File: config.mk
export PLATFORM = sky130hd
export DESIGN_NAME = l1route_shift_sequencer
export DESIGN_NICKNAME = d
export VERILOG_FILES = /design/src/rtl/l1route_shift_sequencer.sv
export SDC_FILE = /design/constraint.sdc
export NUM_CORES = 1
export LEC_CHECK = 0
export CORE_AREA = 2 2 160 162
export CTS_CLUSTER_SIZE = 12
export DETAILED_ROUTE_END_ITERATION = 8
export DIE_AREA = 0 0 162 164
export PLACE_DENSITY_LB_ADDON = 0.25
export SETUP_SLACK_MARGIN = 0.4
export SYNTH_ARGS = -nofsm -noshare
export SYNTH_HDL_FRONTEND = slang
export SYNTH_SLANG_ARGS = --single-unit
File: constraint.sdc
create_clock -name sys_clk -period 3.5 [get_ports sys_clk]
set_input_delay 0.7 -clock sys_clk [delete_from_list [all_inputs] [get_ports sys_clk]]
set_output_delay 0.7 -clock sys_clk [all_outputs]
set_load 0.02 [all_outputs]
File: src/rtl/l1route_shift_sequencer.sv
// l1route_shift_sequencer
// Upstream control stage of the column-wise multi-source L1 route, which has
// five stride-group QSN shifters. It stores per-layer, per-source shift-factor
// vectors. On start it replays them in order:
//   (layer 0, src 0), (layer 0, src 1), (layer 1, src 0), ... (N-1, src 1).
// For each issue it drives the route source select and the shift factors,
// pulses a read strobe to the message memories, and emits a valid delayed to
// match the route pipeline, tagged with layer and source.
//
// Ports
//   sys_clk, rst      clock, synchronous active-high reset
//   cfg_we_i          table write strobe (honoured in IDLE only)
//   cfg_layer_i       table write layer
//   cfg_src_i         table write source (0=in0, 1=in1)
//   cfg_shift_i       shift vector; stride k at [k*BW +: BW]
//   cfg_err_o         1-cycle pulse on a rejected cfg write or start
//   start_i           run request
//   layer_num_i       layers to run, legal range 1..LAYER_NUM
//   stall_i           downstream not ready; freezes issue
//   busy_o            high from start acceptance until done_o
//   done_o            1-cycle pulse when the run is complete
//   rd_en_o           issue strobe to the message memories
//   sw_in_src_o       route source select
//   shift_factor_o    route shift factors, packed like cfg_shift_i
//   out_valid_o       rd_en_o delayed by ROUTE_LATENCY cycles
//   out_layer_o       layer tag aligned with out_valid_o
//   out_src_o         source tag aligned with out_valid_o
module l1route_shift_sequencer #(
  parameter int unsigned STRIDE_UNIT_SIZE = 51,
  parameter int unsigned STRIDE_WIDTH     = 5,
  parameter int unsigned LAYER_NUM        = 4,
  parameter int unsigned ROUTE_LATENCY    = 2,
  localparam int unsigned BITWIDTH_SHIFT_FACTOR = $clog2(STRIDE_UNIT_SIZE - 1),
  localparam int unsigned LAYER_ID_WIDTH  = (LAYER_NUM > 1) ? $clog2(LAYER_NUM) : 1,
  localparam int unsigned VEC_W           = STRIDE_WIDTH * BITWIDTH_SHIFT_FACTOR
) (
  input  logic                      sys_clk,
  input  logic                      rst,
  input  logic                      cfg_we_i,
  input  logic [LAYER_ID_WIDTH-1:0] cfg_layer_i,
  input  logic                      cfg_src_i,
  input  logic [VEC_W-1:0]          cfg_shift_i,
  output logic                      cfg_err_o,
  input  logic                      start_i,
  input  logic [LAYER_ID_WIDTH:0]   layer_num_i,
  input  logic                      stall_i,
  output logic                      busy_o,
  output logic                      done_o,
  output logic                      rd_en_o,
  output logic                      sw_in_src_o,
  output logic [VEC_W-1:0]          shift_factor_o,
  output logic                      out_valid_o,
  output logic [LAYER_ID_WIDTH-1:0] out_layer_o,
  output logic                      out_src_o
);

  localparam int unsigned BW          = BITWIDTH_SHIFT_FACTOR;
  localparam int unsigned LW          = LAYER_ID_WIDTH;
  localparam int unsigned NUM_W       = LAYER_ID_WIDTH + 1;
  localparam int unsigned IDX_W       = LAYER_ID_WIDTH + 1;
  localparam int unsigned TABLE_DEPTH = 2 * LAYER_NUM;
  localparam int unsigned DRAIN_W     = $clog2(ROUTE_LATENCY + 1);

  typedef enum logic [1:0] {
    S_IDLE  = 2'd0,
    S_ISSUE = 2'd1,
    S_DRAIN = 2'd2,
    S_DONE  = 2'd3
  } state_t;

  state_t               state_q, state_d;
  logic [NUM_W-1:0]     num_q, num_d;
  logic [LW-1:0]        layer_q, layer_d;
  logic                 src_q, src_d;
  logic [DRAIN_W-1:0]   drain_q, drain_d;
  logic [LW-1:0]        tag_layer_q, tag_layer_d;
  logic [VEC_W-1:0]     table_q [TABLE_DEPTH];

  logic                 err_d, busy_d, done_d, rd_en_d, sw_src_d;
  logic [VEC_W-1:0]     shift_d;

  logic                 fields_ok, layer_ok, cfg_ok, cfg_bad;
  logic                 num_ok, start_ok, start_bad, last_issue;
  logic [IDX_W-1:0]     cfg_idx, rd_idx;
  logic [VEC_W-1:0]     first_vec;

  logic [ROUTE_LATENCY-1:0] vld_pipe;
  logic [LW-1:0]            lay_pipe [ROUTE_LATENCY];
  logic [ROUTE_LATENCY-1:0] src_pipe;

  // Request qualification
  always_comb begin
    fields_ok = 1'b1;
    for (int k = 0; k < int'(STRIDE_WIDTH); k++) begin
      if ({1'b0, cfg_shift_i[k*BW +: BW]} >= (BW+1)'(STRIDE_UNIT_SIZE)) fields_ok = 1'b0;
    end
    layer_ok   = {1'b0, cfg_layer_i} < IDX_W'(LAYER_NUM);
    cfg_ok     = cfg_we_i && !busy_o && fields_ok && layer_ok;
    cfg_bad    = cfg_we_i && !cfg_ok;
    num_ok     = (layer_num_i != '0) && (layer_num_i <= NUM_W'(LAYER_NUM));
    start_ok   = start_i && (state_q == S_IDLE) && num_ok;
    start_bad  = start_i && (state_q == S_IDLE) && !num_ok;
    cfg_idx    = {cfg_layer_i, cfg_src_i};
    rd_idx     = {layer_q, src_q};
    // A write committed on the start edge must be seen by the first issue
    first_vec  = (cfg_ok && cfg_idx == '0) ? cfg_shift_i : table_q[0];
    last_issue = src_q && ({1'b0, layer_q} == (num_q - NUM_W'(1)));
  end

  // Next-state and registered-output values
  always_comb begin
    state_d     = state_q;
    num_d       = num_q;
    layer_d     = layer_q;
    src_d       = src_q;
    drain_d     = drain_q;
    tag_layer_d = tag_layer_q;
    rd_en_d     = 1'b0;
    sw_src_d    = sw_in_src_o;
    shift_d     = shift_factor_o;
    done_d      = 1'b0;
    err_d       = cfg_bad || start_bad;

    case (state_q)
      S_IDLE: begin
        if (start_ok) begin
          state_d = S_ISSUE;
          num_d   = layer_num_i;
          layer_d = '0;
          src_d   = 1'b0;
          // The acceptance edge is also the first issue slot
          if (!stall_i) begin
            rd_en_d     = 1'b1;
            sw_src_d    = 1'b0;
            shift_d     = first_vec;
            tag_layer_d = '0;
            src_d       = 1'b1;
          end
        end
      end
      S_ISSUE: begin
        if (!stall_i) begin
          rd_en_d     = 1'b1;
          sw_src_d    = src_q;
          shift_d     = table_q[rd_idx];
          tag_layer_d = layer_q;
          if (last_issue) begin
            state_d = S_DRAIN;
            drain_d = '0;
          end else if (src_q) begin
            src_d   = 1'b0;
            layer_d = layer_q + LW'(1);
          end else begin
            src_d   = 1'b1;
          end
        end
      end
      S_DRAIN: begin
        // Wait until the last issue has left the route pipeline
        if (drain_q == DRAIN_W'(ROUTE_LATENCY)) begin
          state_d = S_DONE;
          done_d  = 1'b1;
        end else begin
          drain_d = drain_q + DRAIN_W'(1);
        end
      end
      S_DONE: begin
        state_d = S_IDLE;
      end
      default: begin
        state_d = S_IDLE;
      end
    endcase

    busy_d = (state_d != S_IDLE);
  end

  // State, counters and outputs
  always_ff @(posedge sys_clk) begin
    if (rst) begin
      state_q        <= S_IDLE;
      num_q          <= '0;
      layer_q        <= '0;
      src_q          <= 1'b0;
      drain_q        <= '0;
      tag_layer_q    <= '0;
      cfg_err_o      <= 1'b0;
      busy_o         <= 1'b0;
      done_o         <= 1'b0;
      rd_en_o        <= 1'b0;
      sw_in_src_o    <= 1'b0;
      shift_factor_o <= '0;
    end else begin
      state_q        <= state_d;
      num_q          <= num_d;
      layer_q        <= layer_d;
      src_q          <= src_d;
      drain_q        <= drain_d;
      tag_layer_q    <= tag_layer_d;
      cfg_err_o      <= err_d;
      busy_o         <= busy_d;
      done_o         <= done_d;
      rd_en_o        <= rd_en_d;
      sw_in_src_o    <= sw_src_d;
      shift_factor_o <= shift_d;
    end
  end

  // Shift-factor table
  always_ff @(posedge sys_clk) begin
    if (rst) begin
      for (int i = 0; i < int'(TABLE_DEPTH); i++) table_q[i] <= '0;
    end else if (cfg_ok) begin
      table_q[cfg_idx] <= cfg_shift_i;
    end
  end

  // Route-latency delay pipe; advances every cycle, stalls included
  always_ff @(posedge sys_clk) begin
    if (rst) begin
      vld_pipe <= '0;
      src_pipe <= '0;
      for (int i = 0; i < int'(ROUTE_LATENCY); i++) lay_pipe[i] <= '0;
    end else begin
      vld_pipe[0] <= rd_en_o;
      lay_pipe[0] <= tag_layer_q;
      src_pipe[0] <= sw_in_src_o;
      for (int i = 1; i < int'(ROUTE_LATENCY); i++) begin
        vld_pipe[i] <= vld_pipe[i-1];
        lay_pipe[i] <= lay_pipe[i-1];
        src_pipe[i] <= src_pipe[i-1];
      end
    end
  end

  assign out_valid_o = vld_pipe[ROUTE_LATENCY-1];
  assign out_layer_o = lay_pipe[ROUTE_LATENCY-1];
  assign out_src_o   = src_pipe[ROUTE_LATENCY-1];

endmodule

## After elaboration in Yosys (flattened, before gate mapping)

Memory sizes are Yosys's and may differ from the RTL's.
Cells that the tools add are included.

| operators by class | value |
|---|---|
| $add $sub $neg | 3 |
| order comparisons | 6 |
| equal/unequal tests | 12 |
| mux-type cells | 52 |
| bitwise operators | 3 |
| reduce and logical (&&, ||, !) cells | 26 |

Operators with widths:

| cell | count |
|---|---|
| 30-bit 2-to-1 mux | 5 |
| 30-bit case mux with 2 select lines | 1 |
| 2-bit 2-to-1 mux | 16 |
| 6-bit >= comparator (second input constant) | 5 |
| 30-bit OR reduction | 1 |
| 1-bit 2-to-1 mux | 22 |
| 2-bit != test (second input constant) | 7 |
| 2-bit case mux with 2 select lines | 3 |
| 4-bit AND reduction | 3 |
| 1-bit logical AND | 9 |
| 2-bit case mux with 4 select lines | 1 |
| 2-bit equality test (second input constant) | 3 |
| 1-bit case mux with 2 select lines | 3 |
| 2-bit nonzero test | 3 |
| 5-bit AND reduction | 1 |
| 2-bit by 1-bit adder with 2-bit output (second input constant) | 2 |
| 2-bit by 3-bit equality test with 1-bit output | 1 |
| 3-bit less-or-equal comparator (second input constant) | 1 |
| 1-bit logical NOT | 3 |
| 3-bit logical NOT | 1 |
| 3-bit 2-to-1 mux | 1 |
| 3-bit nonzero test | 1 |
| 3-bit by 1-bit subtractor with 3-bit output (second input constant) | 1 |
| 2-bit by 1-bit equality test with 1-bit output (second input constant) | 1 |
| other kinds (6) | 7 |

| word-level totals | value |
|---|---|
| flip-flop bits (word level) | 51 |
| memory bits (writable) | 244 |
| input port bits | 41 |
| output and inout bits | 39 |
| logic and storage cells | 118 |
| memories | 2 |

Memory list:

| memory | depth | width | read ports | clocked after memory_dff | wr ports | line | RTL |
|---|---|---|---|---|---|---|---|
| table_q | 8 | 30 | 2 | 0 | 8 | 77 | `logic [VEC_W-1:0] table_q [TABLE_DEPTH];` |
| lay_pipe | 2 | 2 | 2 | 0 | 2 | 88 | `logic [LW-1:0] lay_pipe [ROUTE_LATENCY];` |

## Depth between registers and ports, before layout

| depth | value |
|---|---|
| depth in word-level cells | 12 |
| depth in mapped cells | 7 |
| mapped depth without buffers | 7 |

## Least setup slack after synthesis

OpenSTA, ideal clock, no wires.

| path | value |
|---|---|
| kind | input port to flip-flop |
| start point | input port cfg_shift_i[25] |
| end point | memory table_q[0][0] (netlist name), enable pin |
| arrival | 2.766 ns |
| required time | 3.108 ns |
| path slack | 0.342 ns |
| stages | 5 |
| path buffers | 1 |
| cells stage by stage | a211o_1 a311o_1 or4_1 buf_6 nand2b_1 |

RTL lines:

| what | line | RTL |
|---|---|---|
| start, declared | 42 | `input logic [VEC_W-1:0] cfg_shift_i,` |
| end, declared | 77 |  |

==> flow_metrics.tcl <==
set metrics [dict create \
    outcome "completed" \
    power_density_nw_per_um2 479 \
    hold_depth 1 \
    cts_root_buf "clkbuf_16" \
    finClkSkew_ps 8.08 \
    grt_max_degree 35 \
    async_reset_ff_share_pct 0 \
    min_period_ps 2740 \
    most-common-layout-cells "and2_1 (241), edfxtp_1 (240), clkdlybuf4s50_1 (78)" \
    core.rowCount 58 \
    r2r_slack_ps 1280 \
    cts_hold_buf 0 \
    postCtsSetupBuffers 0 \
    globalRouteOverflowTotal 0 \
    hold_violations 0 \
    fin_crit_sh_pct 78.3 \
    power_mw 7.95 \
    synth_mux_area_share_pct 12.1 \
    grt_usage_pct 26.1 \
    portBuffers 79 \
    drive_gt1_share_pct 22.4 \
    start_util_pct 56.5 \
    synth_compound_area_share_pct 9.06 \
    avgSynthCellArea_um2 14.0 \
    p_switching_mw 1.77 \
    dp.cells 1410 \
    synth_top_family_by_area "simple AND/OR/NAND/NOR gates" \
    ant_nets 0 \
    grt_first_pass_wirelength_mm 51.8 \
    hp-start "vld_pipe[0]$_SDFF_PP0_" \
    vias 8813 \
    arrival_ps 2980 \
    synth_edf_count 240 \
    path_max_fanout 18 \
    cts_resized 0 \
    pwr-share-comb_pct 9.5 \
    layout.nets 1156 \
    timing.rr.start "layer_q[0]$_SDFFE_PP0P_" \
    r2r_end "shift_factor_o[27]$_SDFFE_PP0P_" \
    crit_required_ps 3740 \
    rsz0062_at_grt "no" \
    worstSetupPathType "in2reg" \
    ys_ff_latch 295 \
    vias_per_cell 6.00 \
    max_freq_mhz 365 \
    cts.path.max_buffers 3 \
    hpwl_mm 21.3 \
    seq_power_share_pct 50.8 \
    drc 0 \
    synthAdderAreaFrac_pct 0.179 \
    vdd_drop_max_v 0.000572 \
    drv_slew 0 \
    antenna_found_initial 1 \
    nFillCells 1789 \
    post_drt_wl_per_cell_um 22.9 \
    hold_path_class "reg2reg" \
    synthFlopType "edfxtp_1" \
    p_leak_nw 6.18 \
    final_cells 1468 \
    syn_nets 1042 \
    cp-end-kind "register" \
    swShare_pct 22.3 \
    syn_area_um2 14000 \
    die_width_um 162 \
    clock_sinks 295 \
    io_pins 80 \
    tritoncts "done" \
    die-area_um2 26600 \
    fin_setup_tns_ps 0 \
    synthSimpleGateAreaFrac_pct 16.4 \
    syn_inst 999 \
    wl_mm 33.7 \
    tightestPinTransition_ps 722 \
    slew_headroom_pct 51.9 \
    maxCapViolCount 0 \
    setup_viol 0 \
    clk_pin_slew_ps 50 \
    final_common_cell "and2_1" \
    core_um2 24800 \
    drt_iter0_drc 740 \
    htree_num_levels 1 \
    r2r_cells 5 \
    hold_end "vld_pipe[1]$_SDFF_PP0_" \
    internal_power_mw 6.18 \
    clkLatencyLatePin_ps 540 \
    yosysUniqueCellTypes 48 \
    area_delta_synth_final_pct 18.4 \
    die_h_um 164 \
    grt_pass1_vias 8966 \
    p_clk_share_pct 39.7 \
    cts_buffers 31 \
    first_pass_iters 5 \
    yosysSeqAreaShare_pct 59.3 \
    place_congestion 0.804 \
    yosys_warnings 0 \
    start_kind "input port" \
    synth_xor_area_share_pct 0.188 \
]
[kinds of logic (layout without fill, tap and decap cells)]
logic type | Yosys count | count (layout)
and+or+nand+nor | 367 | 367
muxes | 94 | 94
DFF | 295 | 295
xor gates and xnor gates | 3 | 3
other | 0 | 1
AOI/OAI and AO/OA | 157 | 157
adders and majority gates | 2 | 2
buffers and inverters | 81 | 219
[state kept, by name, indices dropped and copies added (netlist names)]
| name | flops |
|---|---|
| lay_pipe | 4 |
| rd_en_o | 1 |
| done_o | 1 |
| sw_in_src_o | 1 |
| cfg_err_o | 1 |
| table_q | 240 |
| src_q | 1 |
| layer_q | 2 |
| state_q | 2 |
| src_pipe | 2 |
| drain_q | 2 |
| vld_pipe | 2 |
| num_q | 3 |
| tag_layer_q | 2 |
| shift_factor_o | 30 |
| busy_o | 1 |
[power by group through the flow]
stage	Sequential, mW	Clock [mW]	Combinational [mW]
floorplan	4.12	0	0.365
detailed placement	4.11	0	0.757
finish	4.04	3.15	0.758
global route	4.05	3.34	0.809
CTS	4.04	3.20	0.760
global placement	4.10	0	0.747
[worst max-delay path by stage]
stage	from	to	slack, ps
final	cfg_shift_i[25]	table_q[0][6]$_SDFFCE_PN0P_	760
after global routing	cfg_shift_i[1]	table_q[0][6]$_SDFFCE_PN0P_	690
after CTS	cfg_shift_i[25]	table_q[0][6]$_SDFFCE_PN0P_	780
after detailed placement	cfg_shift_i[25]	table_q[0][5]$_SDFFCE_PN0P_	230
after global placement	cfg_shift_i[1]	table_q[0][6]$_SDFFCE_PN0P_	210
after floorplan	cfg_shift_i[25]	table_q[7][0]$_SDFFCE_PN0P_	540
[cell usage after synthesis, types with 3 or more instances]
cell	n	area (um2)
buf_12	3	60.1
nand2_1	39	146
o211ai_2	30	375
a21oi_1	36	180
a21o_1	32	240
buf_1	4	15.0
and4_1	3	26.3
dfxtp_1	55	1100
edfxtp_1	240	7210
inv_1	6	22.5
nor2_1	15	56.3
or3_1	3	18.8
o21ai_0	6	30.0
buf_2	25	125
and3_1	8	50.1
mux2i_1	33	330
a31oi_1	4	25.0
mux4_2	60	1350
and2_1	241	1510
nand2b_1	3	18.8
nor2b_1	12	75.1
a31o_2	4	35.0
clkbuf_1	40	150
a211o_1	31	272
nand3_1	3	15.0
a211oi_1	5	37.5
nand3_2	30	300
[cell type report]
cell class | instances | area, um2 | area share, %
clock buffers | 50 | 897 | 5.41
well taps | 330 | 413 | 2.49
multi-input cells | 623 | 5320 | 32.1
repair buffers | 156 | 1540 | 9.27
flip-flops and latches | 295 | 8310 | 50.1
diodes | 1 | 2.50 | 0.0151
inverters | 6 | 22.5 | 0.136
clock inverters | 7 | 82.6 | 0.498
[metal layers]
metal	wire length (um)	up-vias	global-route usage (%)
met3	2360	57	3.43
met2	17300	376	45.1
li1	-	3966	-
met1	13200	4414	34.4
met4	808	0	8.85
met5	0	-	0
[through the flow]
step / utilization [%] / worst slack (ps) / area, um2 / hold WS (ps)
floorplan: - / 541 / 14000 / 414
global placement: 62.9 / 205 / 15600 / 418
detailed placement: 62.9 / 230 / 15600 / 428
CTS: 66.8 / 783 / 16600 / 442
global route: 66.9 / 688 / 16600 / 464
finish: 66.9 / 760 / 16600 / 436
[worst max-delay path, cell delays in order]
cell	delay, ps
clkdlybuf4s50_1	430
a211o_1	350
a311o_1	420
or4_2	720
nand2b_2	160
buf_12	200
(Power assumes the default switching activity.)
